File: src/rtl/i2s_rx_pkg.sv
// Shared types and defaults for the I2S receiver.
package i2s_rx_pkg;

  typedef enum logic [1:0] {
    IDLE   = 2'd0,
    WAIT_L = 2'd1,
    LEFT   = 2'd2,
    RIGHT  = 2'd3
  } rx_state_t;

  localparam int unsigned DEF_DATA_W     = 16;
  localparam int unsigned DEF_SLOT_W     = 32;
  localparam int unsigned DEF_FIFO_DEPTH = 4;

  // Width of the per-slot bit counter: must hold 0..slot_w.
  function automatic int unsigned cnt_width(input int unsigned slot_w);
    return $clog2(slot_w + 1);
  endfunction

endpackage

File: src/rtl/i2s_rx_fifo.sv
// Synchronous first-word-fall-through FIFO; the head holds its last value when empty.
module i2s_rx_fifo #(
  parameter int unsigned WIDTH = 32,
  parameter int unsigned DEPTH = 4
) (
  input  logic                       clk,
  input  logic                       rst,
  input  logic                       push,
  input  logic [WIDTH-1:0]           push_data,
  input  logic                       pop,
  output logic [WIDTH-1:0]           head,
  output logic                       full,
  output logic                       empty,
  output logic [$clog2(DEPTH):0]     level
);

  localparam int unsigned AW = $clog2(DEPTH);

  logic [WIDTH-1:0] mem_q [DEPTH];
  logic [AW-1:0]    wr_ptr_q, wr_ptr_d;
  logic [AW-1:0]    rd_ptr_q, rd_ptr_d;
  logic [AW:0]      level_q, level_d;
  logic [WIDTH-1:0] hold_q, hold_d;
  logic             do_push, do_pop;

  always_comb begin
    empty   = (level_q == '0);
    full    = (level_q == (AW+1)'(DEPTH));
    do_pop  = pop & ~empty;
    do_push = push & (~full | do_pop);

    wr_ptr_d = wr_ptr_q;
    rd_ptr_d = rd_ptr_q;
    level_d  = level_q;
    hold_d   = hold_q;

    if (do_push) wr_ptr_d = wr_ptr_q + AW'(1);
    if (do_pop) begin
      rd_ptr_d = rd_ptr_q + AW'(1);
      hold_d   = mem_q[rd_ptr_q];
    end
    case ({do_push, do_pop})
      2'b10:   level_d = level_q + (AW+1)'(1);
      2'b01:   level_d = level_q - (AW+1)'(1);
      default: level_d = level_q;
    endcase

    head  = empty ? hold_q : mem_q[rd_ptr_q];
    level = level_q;
  end

  always_ff @(posedge clk) begin
    if (rst) begin
      wr_ptr_q <= '0;
      rd_ptr_q <= '0;
      level_q  <= '0;
      hold_q   <= '0;
    end else begin
      wr_ptr_q <= wr_ptr_d;
      rd_ptr_q <= rd_ptr_d;
      level_q  <= level_d;
      hold_q   <= hold_d;
    end
  end

  always_ff @(posedge clk) begin
    if (do_push) mem_q[wr_ptr_q] <= push_data;
  end

endmodule

File: src/rtl/i2s_rx.sv
// I2S receiver: oversampled pins, stereo deserialiser, FWFT pair FIFO, sticky error flags.
module i2s_rx
  import i2s_rx_pkg::*;
#(
  parameter int unsigned DATA_W     = DEF_DATA_W,
  parameter int unsigned SLOT_W     = DEF_SLOT_W,
  parameter int unsigned FIFO_DEPTH = DEF_FIFO_DEPTH
) (
  input  logic                          clk_clk,
  input  logic                          reset_reset,
  input  logic                          enable,
  input  logic                          i2s_sclk,
  input  logic                          i2s_lrclk,
  input  logic                          i2s_datain,
  output logic [DATA_W-1:0]             sample_left,
  output logic [DATA_W-1:0]             sample_right,
  output logic                          sample_valid,
  input  logic                          sample_ready,
  output logic [$clog2(FIFO_DEPTH):0]   fifo_level,
  output logic                          overflow,
  output logic                          frame_err,
  input  logic                          clear_flags
);

  localparam int unsigned CW = cnt_width(SLOT_W);

  rx_state_t           state_q, state_d;
  logic                sclk_meta_q, sclk_meta_d, sclk_s_q, sclk_s_d, sclk_prev_q, sclk_prev_d;
  logic                lr_meta_q, lr_meta_d, lr_s_q, lr_s_d;
  logic                din_meta_q, din_meta_d, din_s_q, din_s_d;
  logic                lr_d_q, lr_d_d, lr_dd_q, lr_dd_d;
  logic [CW-1:0]       bit_cnt_q, bit_cnt_d;
  logic [DATA_W-1:0]   sh_q, sh_d;
  logic [DATA_W-1:0]   left_q, left_d;
  logic                push_q, push_d;
  logic [2*DATA_W-1:0] push_data_q, push_data_d;
  logic                overflow_q, overflow_d;
  logic                frame_err_q, frame_err_d;

  logic                rise, slot_start, frame_set, drop;
  logic                fifo_full, fifo_empty;
  logic [2*DATA_W-1:0] fifo_head;

  always_comb begin
    sclk_meta_d = i2s_sclk;
    sclk_s_d    = sclk_meta_q;
    sclk_prev_d = sclk_s_q;
    lr_meta_d   = i2s_lrclk;
    lr_s_d      = lr_meta_q;
    din_meta_d  = i2s_datain;
    din_s_d     = din_meta_q;

    rise       = sclk_s_q & ~sclk_prev_q;
    // lr_d/lr_dd lag the pin by one and two SCLKs: a change between them
    // marks the MSB rise, one SCLK after the LRCLK edge.
    slot_start = rise & (lr_d_q != lr_dd_q);

    state_d     = state_q;
    lr_d_d      = lr_d_q;
    lr_dd_d     = lr_dd_q;
    bit_cnt_d   = bit_cnt_q;
    sh_d        = sh_q;
    left_d      = left_q;
    push_d      = 1'b0;
    push_data_d = push_data_q;
    frame_set   = 1'b0;

    if (rise) begin
      lr_d_d  = lr_s_q;
      lr_dd_d = lr_d_q;
    end

    if (!enable) begin
      state_d   = IDLE;
      bit_cnt_d = '0;
      sh_d      = '0;
    end else if (state_q == IDLE) begin
      state_d   = WAIT_L;
      bit_cnt_d = '0;
    end else if (slot_start) begin
      bit_cnt_d = CW'(1);
      sh_d      = '0;
      sh_d[0]   = din_s_q;
      case (state_q)
        WAIT_L: if (!lr_d_q) state_d = LEFT;
        LEFT: if (lr_d_q) begin
          if (bit_cnt_q >= CW'(DATA_W)) begin
            left_d  = sh_q;
            state_d = RIGHT;
          end else begin
            frame_set = 1'b1;
            state_d   = WAIT_L;
          end
        end
        RIGHT: if (!lr_d_q) begin
          state_d = LEFT;
          if (bit_cnt_q >= CW'(DATA_W)) begin
            push_d      = 1'b1;
            push_data_d = {left_q, sh_q};
          end else begin
            frame_set = 1'b1;
          end
        end
        default: state_d = state_q;
      endcase
    end else if (rise) begin
      if (bit_cnt_q == CW'(SLOT_W)) begin
        frame_set = 1'b1;
        state_d   = WAIT_L;
      end else begin
        bit_cnt_d = bit_cnt_q + CW'(1);
        if (bit_cnt_q < CW'(DATA_W)) sh_d = {sh_q[DATA_W-2:0], din_s_q};
      end
    end

    // A full FIFO is never empty, so a pop is exactly sample_ready.
    drop        = push_q & fifo_full & ~sample_ready;
    overflow_d  = (overflow_q & ~clear_flags) | drop;
    frame_err_d = (frame_err_q & ~clear_flags) | frame_set;
  end

  always_ff @(posedge clk_clk) begin
    if (reset_reset) begin
      state_q     <= IDLE;
      sclk_meta_q <= 1'b0;
      sclk_s_q    <= 1'b0;
      sclk_prev_q <= 1'b0;
      lr_meta_q   <= 1'b0;
      lr_s_q      <= 1'b0;
      din_meta_q  <= 1'b0;
      din_s_q     <= 1'b0;
      lr_d_q      <= 1'b0;
      lr_dd_q     <= 1'b0;
      bit_cnt_q   <= '0;
      sh_q        <= '0;
      left_q      <= '0;
      push_q      <= 1'b0;
      push_data_q <= '0;
      overflow_q  <= 1'b0;
      frame_err_q <= 1'b0;
    end else begin
      state_q     <= state_d;
      sclk_meta_q <= sclk_meta_d;
      sclk_s_q    <= sclk_s_d;
      sclk_prev_q <= sclk_prev_d;
      lr_meta_q   <= lr_meta_d;
      lr_s_q      <= lr_s_d;
      din_meta_q  <= din_meta_d;
      din_s_q     <= din_s_d;
      lr_d_q      <= lr_d_d;
      lr_dd_q     <= lr_dd_d;
      bit_cnt_q   <= bit_cnt_d;
      sh_q        <= sh_d;
      left_q      <= left_d;
      push_q      <= push_d;
      push_data_q <= push_data_d;
      overflow_q  <= overflow_d;
      frame_err_q <= frame_err_d;
    end
  end

  i2s_rx_fifo #(
    .WIDTH (2*DATA_W),
    .DEPTH (FIFO_DEPTH)
  ) u_fifo (
    .clk       (clk_clk),
    .rst       (reset_reset),
    .push      (push_q),
    .push_data (push_data_q),
    .pop       (sample_ready),
    .head      (fifo_head),
    .full      (fifo_full),
    .empty     (fifo_empty),
    .level     (fifo_level)
  );

  assign sample_valid = ~fifo_empty;
  assign sample_left  = fifo_head[2*DATA_W-1:DATA_W];
  assign sample_right = fifo_head[DATA_W-1:0];
  assign overflow     = overflow_q;
  assign frame_err    = frame_err_q;

endmodule

File: config.mk
export PLATFORM = sky130hd
export DESIGN_NAME = i2s_rx
export DESIGN_NICKNAME = d
export VERILOG_FILES = /design/src/rtl/i2s_rx_pkg.sv /design/src/rtl/i2s_rx_fifo.sv /design/src/rtl/i2s_rx.sv
export SDC_FILE = /design/constraint.sdc
export NUM_CORES = 1
export LEC_CHECK = 0
export BUFFER_PORTS_ARGS = -buffer_cell sky130_fd_sc_hd__buf_4
export CORE_ASPECT_RATIO = 0.5
export CORE_MARGIN = 2
export CORE_UTILIZATION = 65
export DETAILED_ROUTE_END_ITERATION = 6
export PLACE_DENSITY_LB_ADDON = 0.15
export REMOVE_ABC_BUFFERS = 1
export SYNTH_ARGS = -nofsm -noshare
export SYNTH_HDL_FRONTEND = slang
export SYNTH_SLANG_ARGS = --single-unit
File: constraint.sdc
create_clock -name clk_clk -period 5.7 [get_ports clk_clk]
set_input_delay 0.285 -clock clk_clk [delete_from_list [all_inputs] [get_ports clk_clk]]
set_output_delay 0.285 -clock clk_clk [all_outputs]
set_load 0.005 [all_outputs]
==> key figures, run 1 <==
Global routing
  – Number of global-route vias before repair: 5761
  – First-pass GRT wire length: 29.5 mm
  – Largest net degree at the start of global routing: 67
  – Total grt overflow: 0
  – Gr usage total: 23.5%
  – Initial antenna violation count: 0

Timing
  – Slew Viols, Final: 0
  – Setup_tns: 0 ns
  – Worst Hold Slack: 0.0750 ns
  – Slew headroom: 48.6%
  – Part of the cycle the worst path needs: 50.2%
  – Setup violation total in the final timing report: 0
  – Minimum clock period: about 2.9 ns
  – Setup Skew: 0.0187 ns
  – Final hold violation count: 0
  – Least-Margin Pin Slew: 0.770 ns
  – Achievable frequency: 350 MHz
  – RSZ-0062 raised after global routing: no

Die
  – Die X: 177 µm
  – Die ar.: between 15000 and 20000 µm²
  – Row cnt: 31
  – Io pins: 46
  – Die Span Y: 90.4 µm
  – Total core area: 14500 µm²
  – Starting Density: 66.7%

Finish
  – Share of cells above drive strength 1: approximately a fifth
  – Most frequent cells in the layout: nand2_1 (156), edfxtp_1 (128), dfxtp_1 (124)
  – Fill cells: 931
  – Most common cell after layout, fill and taps aside: nand2_1
  – Net count, final: 817
  – Layout area overhead: 12.2%
  – ANT cells: 0

Synthesis
  – Async set or reset register ratio after synthesis: 0%
  – Sequential area share after synthesis: around two thirds
  – #FFs+latches synth: around 250
  – Dominant synthesized flop cell: edfxtp_1
  – Number of synthesized flops with an enable pin: 128
  – Cell count after synthesis: 762
  – Mapped cell area: 9710 µm²
  – YS warnings: 0
  – Yosys cell types: 43
  – Syn avg cell area: 12.7 µm²

Route
  – Drt pass-1 iters: 7
  – Via-per-instance ratio: 5.76
  – Routed vias: slightly below 6000
  – Routed WL: 18.0 mm
  – Initial DRC count: about 530
  – # DRC: 0
  – Drt wl/cell: 17.8 µm
  – Detail Route Antenna Nets: 0

Power and ir drop
  – Internal: 0.00367 W
  – NetSw: 0.00134 W
  – Clock share of power: around 27%
  – Switching Fraction: 26.7%
  – Static Leakage: 3.84 nW
  – Power per cell area: 460 nW/µm²
  – Logic pwr share: between 30 and 40%
  – Seq pwr share: between 40% and 50%
  – VDD IR max: 0.193 mV
  – Pwr Total: 0.00501 W

Critical path
  – CP Class: reg -> out
  – Critical Path Start Type: flop
  – Worst path required time: between 5 and 6 ns
  – Crit. End Element: primary output
  – Critical path fanouts, max: 23
  – CP arrival: approximately 2.6 ns

Clock tree
  – Cts bufs inserted: 21
  – Clock slew at reported path FFs: 0.07 ns
  – Cts repair resizes: 0
  – TritonCTS clock tree: done
  – Worst skew pair latency: 0.50 ns
  – Buffer depth of the longest clock path: 3
  – Clock Sinks: 253
  – CTS H-tree depth: 1
  – CTS Root Cell: clkbuf_16

Place
  – Post-DP HPWL: 10.6 mm
  – RePlAce Congestion: 0.848
  – Buffers on Ports: 45

Status
  – Outcome: finished clean

Job
  – Max_cap viols: 0

Worst hold path
  – Min-delay worst type: in -> reg
-- Yosys cell counts, types with 2 or more instances --
| master | count | area share (%) |
|---|---|---|
| nor4_1 | 3 | 0.19 |
| and2_1 | 4 | 0.26 |
| nand3_1 | 16 | 0.82 |
| nor2b_1 | 12 | 0.77 |
| dfxtp_1 | 125 | 26 |
| nor3_1 | 2 | 0.10 |
| or2_2 | 3 | 0.19 |
| inv_1 | 10 | 0.39 |
| a21oi_1 | 69 | 3.6 |
| edfxtp_1 | 128 | 40 |
| a31oi_1 | 3 | 0.19 |
| xnor2_1 | 5 | 0.45 |
| mux2i_1 | 19 | 2.0 |
| mux2_2 | 35 | 4.1 |
| clkbuf_1 | 22 | 0.85 |
| buf_6 | 2 | 0.23 |
| xor2_1 | 4 | 0.36 |
| buf_2 | 18 | 0.93 |
| o21ai_0 | 18 | 0.93 |
| nand2b_1 | 5 | 0.32 |
| nand2_1 | 156 | 6.0 |
| or3_1 | 3 | 0.19 |
| o21ai_1 | 5 | 0.26 |
| nor2_1 | 36 | 1.4 |
| mux4_2 | 32 | 7.4 |
| buf_1 | 5 | 0.19 |
| ha_1 | 6 | 0.77 |
-- power by group through the flow --
stage	Clock, W	Sequential (W)	Combinational (W)
after global placement	0	0.00213	0.00152
after detailed placement	0	0.00213	0.00155
after floorplan	0	0.00214	0.000891
after CTS	0.00139	0.00209	0.00156
after global routing	0.00146	0.00211	0.00169
final	0.00137	0.00209	0.00155
-- timing repair --
action | 4_1_cts | 5_1_grt
hold buffers | 3 | 0
endpoints found under the hold margin | 3 | 0
setup buffers | 0 | 0
-- cells by family (layout without fill, tap and decap cells) --
logic type      Yosys count  after routing  synth area share [%]
buf+inv                  57            112                  2.59
fa+ha+maj                 7              7                 0.979
xor+xnor                  9              9                 0.812
compound gates          104            104                  5.89
mux                      86             86                  13.4
flops                   253            253                  65.4
simple gates            246            246                  10.9
-- stage by stage --
stage	worst slack, ns	utilization, %	std cells	cell area [µm²]
global placement	3.32	70.3	974	10200
finish	2.84	74.9	1015	10900
global route	2.67	74.9	1015	10900
floorplan	2.28	-	715	9490
CTS	2.77	74.9	1015	10900
detailed placement	3.31	70.3	974	10200
-- layout make-up --
type	count	area [µm²]	share of cell area, %
multi-input cells	452	3130	28.7
inverters	10	37.5	0.344
repair buffers	64	488	4.48
clock buffers	26	548	5.03
flip-flops and latches	253	6350	58.3
well taps	198	248	2.27
clock inverters	12	97.6	0.896
-- metal layers --
metal / share of wire [%] / global-route usage (%) / routed length [µm]
met3: 5.8 / 4.00 / 1050
met1: 46 / 34.0 / 8270
met5: 0 / 0 / 0
met2: 47 / 38.3 / 8450
met4: 1.4 / 4.27 / 252
-- critical path: stages (launching register included) --
cell and delay [ns]:
dfxtp_2 0.53, buf_4 0.51, mux4_2 0.58, mux2_2 0.30
buf_4 0.14
-- flip-flops by register name (all words and copies together), names as in the netlist, 2 cells and up, named ones only --
register	count
u_fifo.mem_q	128
u_fifo.level	3
sh_q	16
u_fifo.hold_q	32
u_fifo.rd_ptr_q	2
state_q	2
u_fifo.wr_ptr_q	2
push_data_q	32
left_q	16
bit_cnt_q	6
-- final timing paths --
check | endpoint | depth (start not counted) | slack (ns) | startpoint
worst max-delay path | sample_right[2] | 4 | 2.84 | flop
worst min-delay path | frame_err | 4 | 0.08 | clear_flags
worst max register to register | u_fifo.level[2] | 8 | 3.36 | u_fifo.level[0]
worst min register to register | din_s_q | 1 | 0.44 | din_meta_q
Note: power is estimated with default switching activity, not from simulation.
==> run 2: changes to the inputs <==
--- a/config.mk
+++ b/config.mk
@@ -5,10 +5,11 @@
 export SDC_FILE = /design/constraint.sdc
 export NUM_CORES = 1
 export LEC_CHECK = 0
+export ABC_AREA = 1
 export BUFFER_PORTS_ARGS = -buffer_cell sky130_fd_sc_hd__buf_4
 export CORE_ASPECT_RATIO = 0.5
 export CORE_MARGIN = 2
-export CORE_UTILIZATION = 65
+export CORE_UTILIZATION = 55
 export DETAILED_ROUTE_END_ITERATION = 6
 export PLACE_DENSITY_LB_ADDON = 0.15
 export REMOVE_ABC_BUFFERS = 1
==> constraint.sdc (replaced) <==
create_clock -name clk_clk -period 2.5 [get_ports clk_clk]
set_input_delay 0.125 -clock clk_clk [delete_from_list [all_inputs] [get_ports clk_clk]]
set_output_delay 0.125 -clock clk_clk [all_outputs]
set_load 0.005 [all_outputs]
==> key figures, run 2 <==
Status
  – Outcome: finished clean

Clock tree
  – CTS Root Cell: clkbuf_16
  – Clock Sinks: 253 (unchanged)
  – CTS H-tree depth: 1 (unchanged)
  – Worst skew pair latency: 0.50 ns (about the same)
  – Clock slew at reported path FFs: 0.06 ns (about the same)
  – TritonCTS clock tree: done
  – Cts bufs inserted: 22 (+4.8%)
  – Buffer depth of the longest clock path: 3 (unchanged)

Finish
  – Most common cell after layout, fill and taps aside: nor2_1
  – Max reg flops: 128 (unchanged)
  – Layout area overhead: 13.8%
  – Largest reg by FF count: u_fifo.mem_q
  – Post-Layout Inst Area: 11200 µm² (+2.7%)
  – Net count, final: 1046 (+28%)
  – Share of cells above drive strength 1: 10.7% (-10 points)
  – ANT cells: 0 (unchanged)
  – Most frequent cells in the layout: nor2_1 (172), nand2_1 (151), edfxtp_1 (128)
  – Top flop regs: u_fifo.mem_q: 128 flops, push_data_q: 32 flops, u_fifo.hold_q: 32 flops

Timing
  – Worst Slack Setup Final: 0.174 ns (-2.67 ns)
  – Achievable frequency: 430 MHz
  – Slew headroom: 42.4% (-6.2 points)
  – Setup violation total in the final timing report: 0 (unchanged)
  – Final hold violation count: 0 (unchanged)
  – Slew Viols, Final: 0 (unchanged)
  – Minimum clock period: 2.33 ns
  – RSZ-0062 raised after global routing: no
  – Part of the cycle the worst path needs: 93.0%
  – Setup_tns: 0 ns (unchanged)
  – Least-Margin Pin Slew: 0.859 ns (+0.0887 ns)
  – Setup Skew: 0.00840 ns (-0.0103 ns)
  – Worst Hold Slack: 0.0453 ns (-0.0297 ns)

Route
  – Drt pass-1 iters: 5 (-2)
  – Routed vias: 7010 (+20%)
  – Initial DRC count: 472 (-11%)
  – # DRC: 0 (unchanged)
  – Drt wl/cell: 15.3 µm (-14%)
  – Detail Route Antenna Nets: 0 (unchanged)
  – Routed WL: 19.6 mm (+9.0%)
  – Via-per-instance ratio: 5.47 (-5.1%)

Synthesis
  – #FFs+latches synth: 253 (unchanged)
  – Mapped cell area: 9840 µm² (+1.3%)
  – Most frequent cells after synthesis: nor2_1 (176), nand2_1 (152), edfxtp_1 (128)
  – Number of synthesized flops with an enable pin: 128 (unchanged)
  – Yosys cell types: 30 (-30%)
  – Synth area leaders: edfxtp_1 (39%), dfxtp_1 (25%), nor2_1 (6.7%)
  – Synth area leader: edfxtp_1
  – Cell count after synthesis: 996 (+31%)
  – Post-synthesis compound-gate area fraction: 14.5% (+8.6 points)
  – Async set or reset register ratio after synthesis: 0% (unchanged)
  – Most common cell in the synthesized netlist: nor2_1
  – Dominant synthesized flop cell: edfxtp_1
  – Sequential area share after synthesis: 64.5% (-0.85 points)
  – Xor/xnor cell area share of the yosys netlist: 0.0890% (-0.72 points)
  – Largest family of logic cells by synthesized area: simple AND/OR/NAND/NOR gates
  – Mux cell area share after synthesis: 0% (-13 points)
  – YS warnings: 0 (unchanged)
  – Post-Synth Simple-Gate Area: 15.2% (+4.3 points)
  – Top-area cell type share of the netlist area: 39.1% (-0.51 points)
  – Synth Area in Adders: 0.967% (-0.013 points)
  – Syn avg cell area: 9.88 µm² (-22%)

Power and ir drop
  – Static Leakage: 4.24 nW (+10%)
  – Seq pwr share: 43.6% (+1.8 points)
  – Pwr Total: 0.0108 W (+120%)
  – Switching Fraction: 28.4% (+1.7 points)
  – Power per cell area: 967 nW/µm² (+110%)
  – Internal: 0.00775 W (+110%)
  – VDD IR max: 1.16 mV (+500%)
  – Clock share of power: 31.4% (+4.1 points)
  – NetSw: 0.00307 W (+130%)
  – Logic pwr share: 25.0% (-5.9 points)

Global routing
  – Initial antenna violation count: 0 (unchanged)
  – Largest net degree at the start of global routing: 66 (-1.5%)
  – Gr usage total: 21.3% (-2.2 points)
  – First-pass GRT wire length: 32.4 mm (+9.8%)
  – Number of global-route vias before repair: 6480 (+12%)
  – Total grt overflow: 0 (unchanged)

Die
  – Row cnt: 34 (+9.7%)
  – Die X: 193 µm (+9.2%)
  – Starting Density: 56.4% (-10 points)
  – Io pins: 46 (unchanged)
  – Die ar.: 19000 µm² (+19%)
  – Die Span Y: 98.6 µm (+9.0%)
  – Total core area: 17400 µm² (+20%)

Critical path
  – Critical path fanouts, max: 42 (+83%)
  – CP Class: reg -> out
  – Crit path largest cell delay: 0.71 ns (+0.13 ns)
  – Cell Chain, Critical Path: buf_12, nand2_1, a32o_1, a21oi_1, buf_4
  – CP max-delay cell: dfxtp_2
  – Worst path required time: 2.38 ns (-3.03 ns)
  – Worst R2R Start: sclk_prev_q
  – Crit. End Element: primary output
  – Critical Path Start Type: flop
  – CP arrival: 2.20 ns (-0.37 ns)

Worst hold path
  – Hold Startpoint: sample_ready
  – Min-delay worst type: in -> reg

Place
  – DP Area: 10400 µm² (+1.5%)
  – Buffers on Ports: 45 (unchanged)
  – RePlAce Congestion: 0.839 (-1.0%)
  – Post-DP HPWL: 11.9 mm (+12%)
  – Worst Setup Slack post-DPL: 0.555 ns (-2.75 ns)

Job
  – Max_cap viols: 0 (unchanged)
run 2: critical path: cells and delay by family, from the launching register on:
kind	cells	cell delay [ns]
AOI/OAI and AO/OA	2	0.46
DFF	1	0.71
and+or+nand+nor	1	0.10
buffers and inverters	2	0.43
run 2: cell families after synthesis:
| family | after synthesis |
|---|---|
| compound gates | 251 |
| xor+xnor | 1 |
| fa+ha+maj | 7 |
| buf+inv | 110 |
| flops | 253 |
| simple gates | 374 |
run 2: final cells by class:
type | instances | area [µm²]
fill | 1410 | 6250
inverter | 53 | 200
clock buffer | 37 | 688
timing repair buffer | 68 | 583
clock inverter | 3 | 43.8
multi-input combinational | 633 | 3040
sequential | 253 | 6350
tap | 234 | 293
run 2: what timing repair did:
action                    in CTS  in global routing
setup buffers                  0                  0
hold endpoints to repair       9                  0
gates resized for setup        0                  0
hold buffers                   9                  0
run 2: worst paths after layout:
check                          end  slack (ns)  depth (start not counted)
setup / recovery  sample_right[11]        0.17                          5
setup reg to reg           sh_q[5]        0.48                          7
hold reg to reg             lr_s_q        0.41                          2
hold / removal                flop        0.05                          3
run 2: power by group through the flow:
| stage | Clock [W] | Combinational (W) | Sequential, W |
|---|---|---|---|
| 4_1_cts | 0.00346 | 0.00274 | 0.00471 |
| 6_report | 0.00340 | 0.00271 | 0.00472 |
| 2_1_floorplan | 0 | 0.00137 | 0.00480 |
| 5_1_grt | 0.00364 | 0.00306 | 0.00475 |
| 3_3_place_gp | 0 | 0.00266 | 0.00479 |
| 3_5_place_dp | 0 | 0.00272 | 0.00480 |
run 2: per-layer routing:
layer	up-vias	wire, µm	GRT usage [%]	share of wire [%]
met5	-	0	0	0
met4	0	403	5.94	2.1
met3	30	1010	3.45	5.1
met2	167	8380	32.7	43
met1	3324	9860	31.4	50
li1	3489	-	-	-
run 2: per-stage QoR:
stage | instances | util (%)
after floorplan | 939 | -
after global placement | 1232 | 59.5
after detailed placement | 1232 | 59.5
after CTS | 1281 | 64.2
after global routing | 1281 | 64.2
final | 1281 | 64.2
==> run 3: changes to the inputs <==
--- a/config.mk
+++ b/config.mk
@@ -9,10 +9,11 @@
 export BUFFER_PORTS_ARGS = -buffer_cell sky130_fd_sc_hd__buf_4
 export CORE_ASPECT_RATIO = 0.5
 export CORE_MARGIN = 2
-export CORE_UTILIZATION = 55
+export CORE_UTILIZATION = 56
 export DETAILED_ROUTE_END_ITERATION = 6
 export PLACE_DENSITY_LB_ADDON = 0.15
 export REMOVE_ABC_BUFFERS = 1
 export SYNTH_ARGS = -nofsm -noshare
 export SYNTH_HDL_FRONTEND = slang
+export SYNTH_HIERARCHICAL = 1
 export SYNTH_SLANG_ARGS = --single-unit
==> key figures, run 3 <==
Synthesis
  – Most common cell in the synthesized netlist: nand2_1
  – Async set or reset register ratio after synthesis: 0% (unchanged)
  – Sequential area share after synthesis: 57.0% (-7.5 points)
  – Top-area cell type share of the netlist area: 34.5% (-4.5 points)
  – Number of synthesized flops with an enable pin: 128 (unchanged)
  – Synth area leaders: edfxtp_1 (35%), dfxtp_1 (22%), nand2_1 (15%)
  – Synth area leader: edfxtp_1
  – Dominant synthesized flop cell: edfxtp_1
  – Cell count after synthesis: 1392 (+40%)
  – YS warnings: 6 (+6)
  – Mapped cell area: 11100 µm² (+13%)
  – Yosys cell types: 27 (-10%)
  – Syn avg cell area: 8.00 µm² (-19%)
  – #FFs+latches synth: 253 (unchanged)
  – Most frequent cells after synthesis: nand2_1 (433), nor2_1 (223), inv_1 (220)

Finish
  – Share of cells above drive strength 1: 8.91% (-1.8 points)
  – Max reg flops: 128 (unchanged)
  – Most frequent cells in the layout: nand2_1 (433), inv_1 (220), nor2_1 (219)
  – Most common cell after layout, fill and taps aside: nand2_1
  – Largest reg by FF count: u_fifo/mem_q
  – Net count, final: 1448 (+38%)
  – Final core utilization: 64.2% (about the same)
  – ANT cells: 0 (unchanged)
  – Layout area overhead: 12.3%
  – Top flop regs: u_fifo/mem_q: 128 flops, push_data_q: 32 flops, u_fifo/hold_q: 32 flops

Global routing
  – Largest net degree at the start of global routing: 68 (+3.0%)
  – Number of global-route vias before repair: 8002 (+23%)
  – Initial antenna violation count: 0 (unchanged)
  – Total grt overflow: 0 (unchanged)
  – First-pass GRT wire length: 38.3 mm (+18%)
  – Gr usage total: 22.4% (+1.1 points)

Die
  – Starting Density: 57.2% (+0.81 points)
  – Io pins: 46 (unchanged)
  – Die X: 203 µm (+5.3%)
  – Die ar.: 21100 µm² (+11%)
  – Die Span Y: 104 µm (+5.2%)
  – Total core area: 19500 µm² (+12%)
  – Row cnt: 36 (+5.9%)

Clock tree
  – Worst skew pair latency: 0.50 ns (about the same)
  – Post-CTS Hold Buffers: 10 (+1)
  – CTS Root Cell: clkbuf_16
  – Buffer depth of the longest clock path: 3 (unchanged)
  – CTS H-tree depth: 1 (unchanged)
  – Postcts setup bufs: 0 (unchanged)
  – Clock Sinks: 253 (unchanged)
  – Cts bufs inserted: 22 (unchanged)
  – Cts repair resizes: 0 (unchanged)
  – TritonCTS clock tree: done
  – Clock slew at reported path FFs: 0.07 ns (about the same)

Route
  – Routed WL: 22.7 mm (+16%)
  – Drt pass-1 iters: 5 (unchanged)
  – Via-per-instance ratio: 4.94 (-9.8%)
  – Drt wl/cell: 13.3 µm (-13%)
  – Detail Route Antenna Nets: 0 (unchanged)
  – Routed vias: 8455 (+21%)
  – Initial DRC count: 571 (+21%)
  – # DRC: 0 (unchanged)

Timing
  – Slew Viols, Final: 0 (unchanged)
  – Final hold violation count: 0 (unchanged)
  – Part of the cycle the worst path needs: 93.5% (+0.43 points)
  – Slew headroom: 49.7% (+7.3 points)
  – Worst Hold Slack: 0.407 ns (+0.362 ns)
  – RSZ-0062 raised after global routing: no
  – Achievable frequency: 428 MHz (-0.46%)
  – Setup Skew: 0.00795 ns (-0.000448 ns)
  – Minimum clock period: 2.34 ns (+0.0108 ns)
  – Least-Margin Pin Slew: 0.754 ns (-0.105 ns)
  – Setup violation total in the final timing report: 0 (unchanged)

Place
  – Buffers on Ports: 45 (unchanged)
  – RePlAce Congestion: 0.832 (-0.86%)
  – Post-DP HPWL: 13.5 mm (+14%)

Critical path
  – Crit. End Element: primary output
  – Worst R2R Start: u_fifo/level[0]
  – Crit path from: u_fifo/level[0]
  – CP Class: reg -> out
  – Register-to-register setup slack: 0.36 ns (-0.12 ns)
  – FF-to-FF End: u_fifo/level[2]
  – Worst r2r path cells: 12 (+5)
  – Critical path fanouts, max: 35 (-17%)
  – Worst path required time: 2.38 ns (about the same)
  – Worst setup endpoint: sample_left[3]
  – Critical Path Start Type: flop
  – CP arrival: 2.21 ns (about the same)

Status
  – Outcome: finished clean

Worst hold path
  – Min-delay worst type: reg -> reg

Power and ir drop
  – Static Leakage: 5.84 nW (+38%)
  – Power per cell area: 741 nW/µm² (-23%)
  – VDD IR max: 0.494 mV (-57%)

Job
  – Max_cap viols: 0 (unchanged)
## run 3: cell types whose count changed after synthesis, sizes merged, moves of 2 or more
| cell | previous run | this run |
|---|---|---|
| nor2 | 179 | 231 |
| a21boi | 0 | 2 |
| nand3 | 31 | 111 |
| nor3 | 6 | 3 |
| buf | 25 | 45 |
| clkbuf | 32 | 14 |
| a32o | 32 | 0 |
| nand3b | 0 | 16 |
| inv | 50 | 229 |
| a21oi | 123 | 19 |
| o21ai | 94 | 19 |
| nand2 | 154 | 438 |
| clkinv | 3 | 0 |
## run 3: how the worst min path moves through the flow
stage                     start    endpoint  slack, ns  cells after the start
floorplan           reset_reset  din_meta_q       0.20                      1
detailed placement    i2s_lrclk   lr_meta_q       0.33                      3
finish                lr_meta_q      lr_s_q       0.41                      2
CTS                   lr_meta_q      lr_s_q       0.41                      2
global placement      i2s_lrclk   lr_meta_q       0.33                      3
global route          lr_meta_q      lr_s_q       0.42                      2
## run 3: final cells by class
type | instances | area (µm²)
Clock buffer | 35 | 712
Clock inverter | 4 | 20.0
Fill cell | 1601 | 6960
Inverter | 229 | 860
Multi-Input combinational cell | 851 | 3620
Sequential cell | 253 | 6350
Tap cell | 266 | 333
Timing Repair Buffer | 75 | 601
## run 3: layer usage
| layer | vias to the layer above | routed length, µm | track usage [%] | share of wire (%) |
|---|---|---|---|---|
| met1 | 3881 | 11100 | 32.8 | 49 |
| met2 | 236 | 9930 | 35.8 | 44 |
| li1 | 4318 | - | - | - |
| met3 | 20 | 1470 | 3.37 | 6.4 |
| met5 | - | 0 | 0 | 0 |
| met4 | 0 | 226 | 3.86 | 0.99 |
## run 3: kinds of logic (layout without fill, tap and decap cells)
kind of cell,after synthesis,count (layout),share of synthesized area (%)
AOI/OAI and AO/OA,40,40,1.84
adders and majority gates,8,8,0.967
buffers and inverters,288,343,10.6
DFF,253,253,57.0
and+or+nand+nor,803,803,29.6
## run 3: metrics by stage
| stage | TNS (ns) | instance area, µm² | instances | worst slack, ns | power [W] |
|---|---|---|---|---|---|
| finish | 0 | 12500 | 1713 | 0.163 | 0.00926 |
| CTS | 0 | 12500 | 1713 | 0.151 | 0.00936 |
| global placement | 0 | 11700 | 1664 | 0.443 | 0.00593 |
| global route | 0 | 12500 | 1713 | 0.0120 | 0.00968 |
| detailed placement | 0 | 11700 | 1664 | 0.387 | 0.00597 |
| floorplan | -4.53 | 10800 | 1333 | -0.0935 | 0.00529 |
## run 3: critical path, cell delays in order, from the launching register on
cell and delay (ns):
dfxtp_1 0.34, nor2_2 0.18, nand2_4 0.08, buf_4 0.28, inv_1 0.11, buf_4 0.39, nand2_1 0.11, nand2_1 0.10
buf_4 0.11
## run 3: report_power, final
part	switching, W	internal [W]	leakage, nW
sequential	0.0000584	0.00443	1.89
combinational	0.000813	0.000587	3.58
clock	0.00143	0.00195	0.366
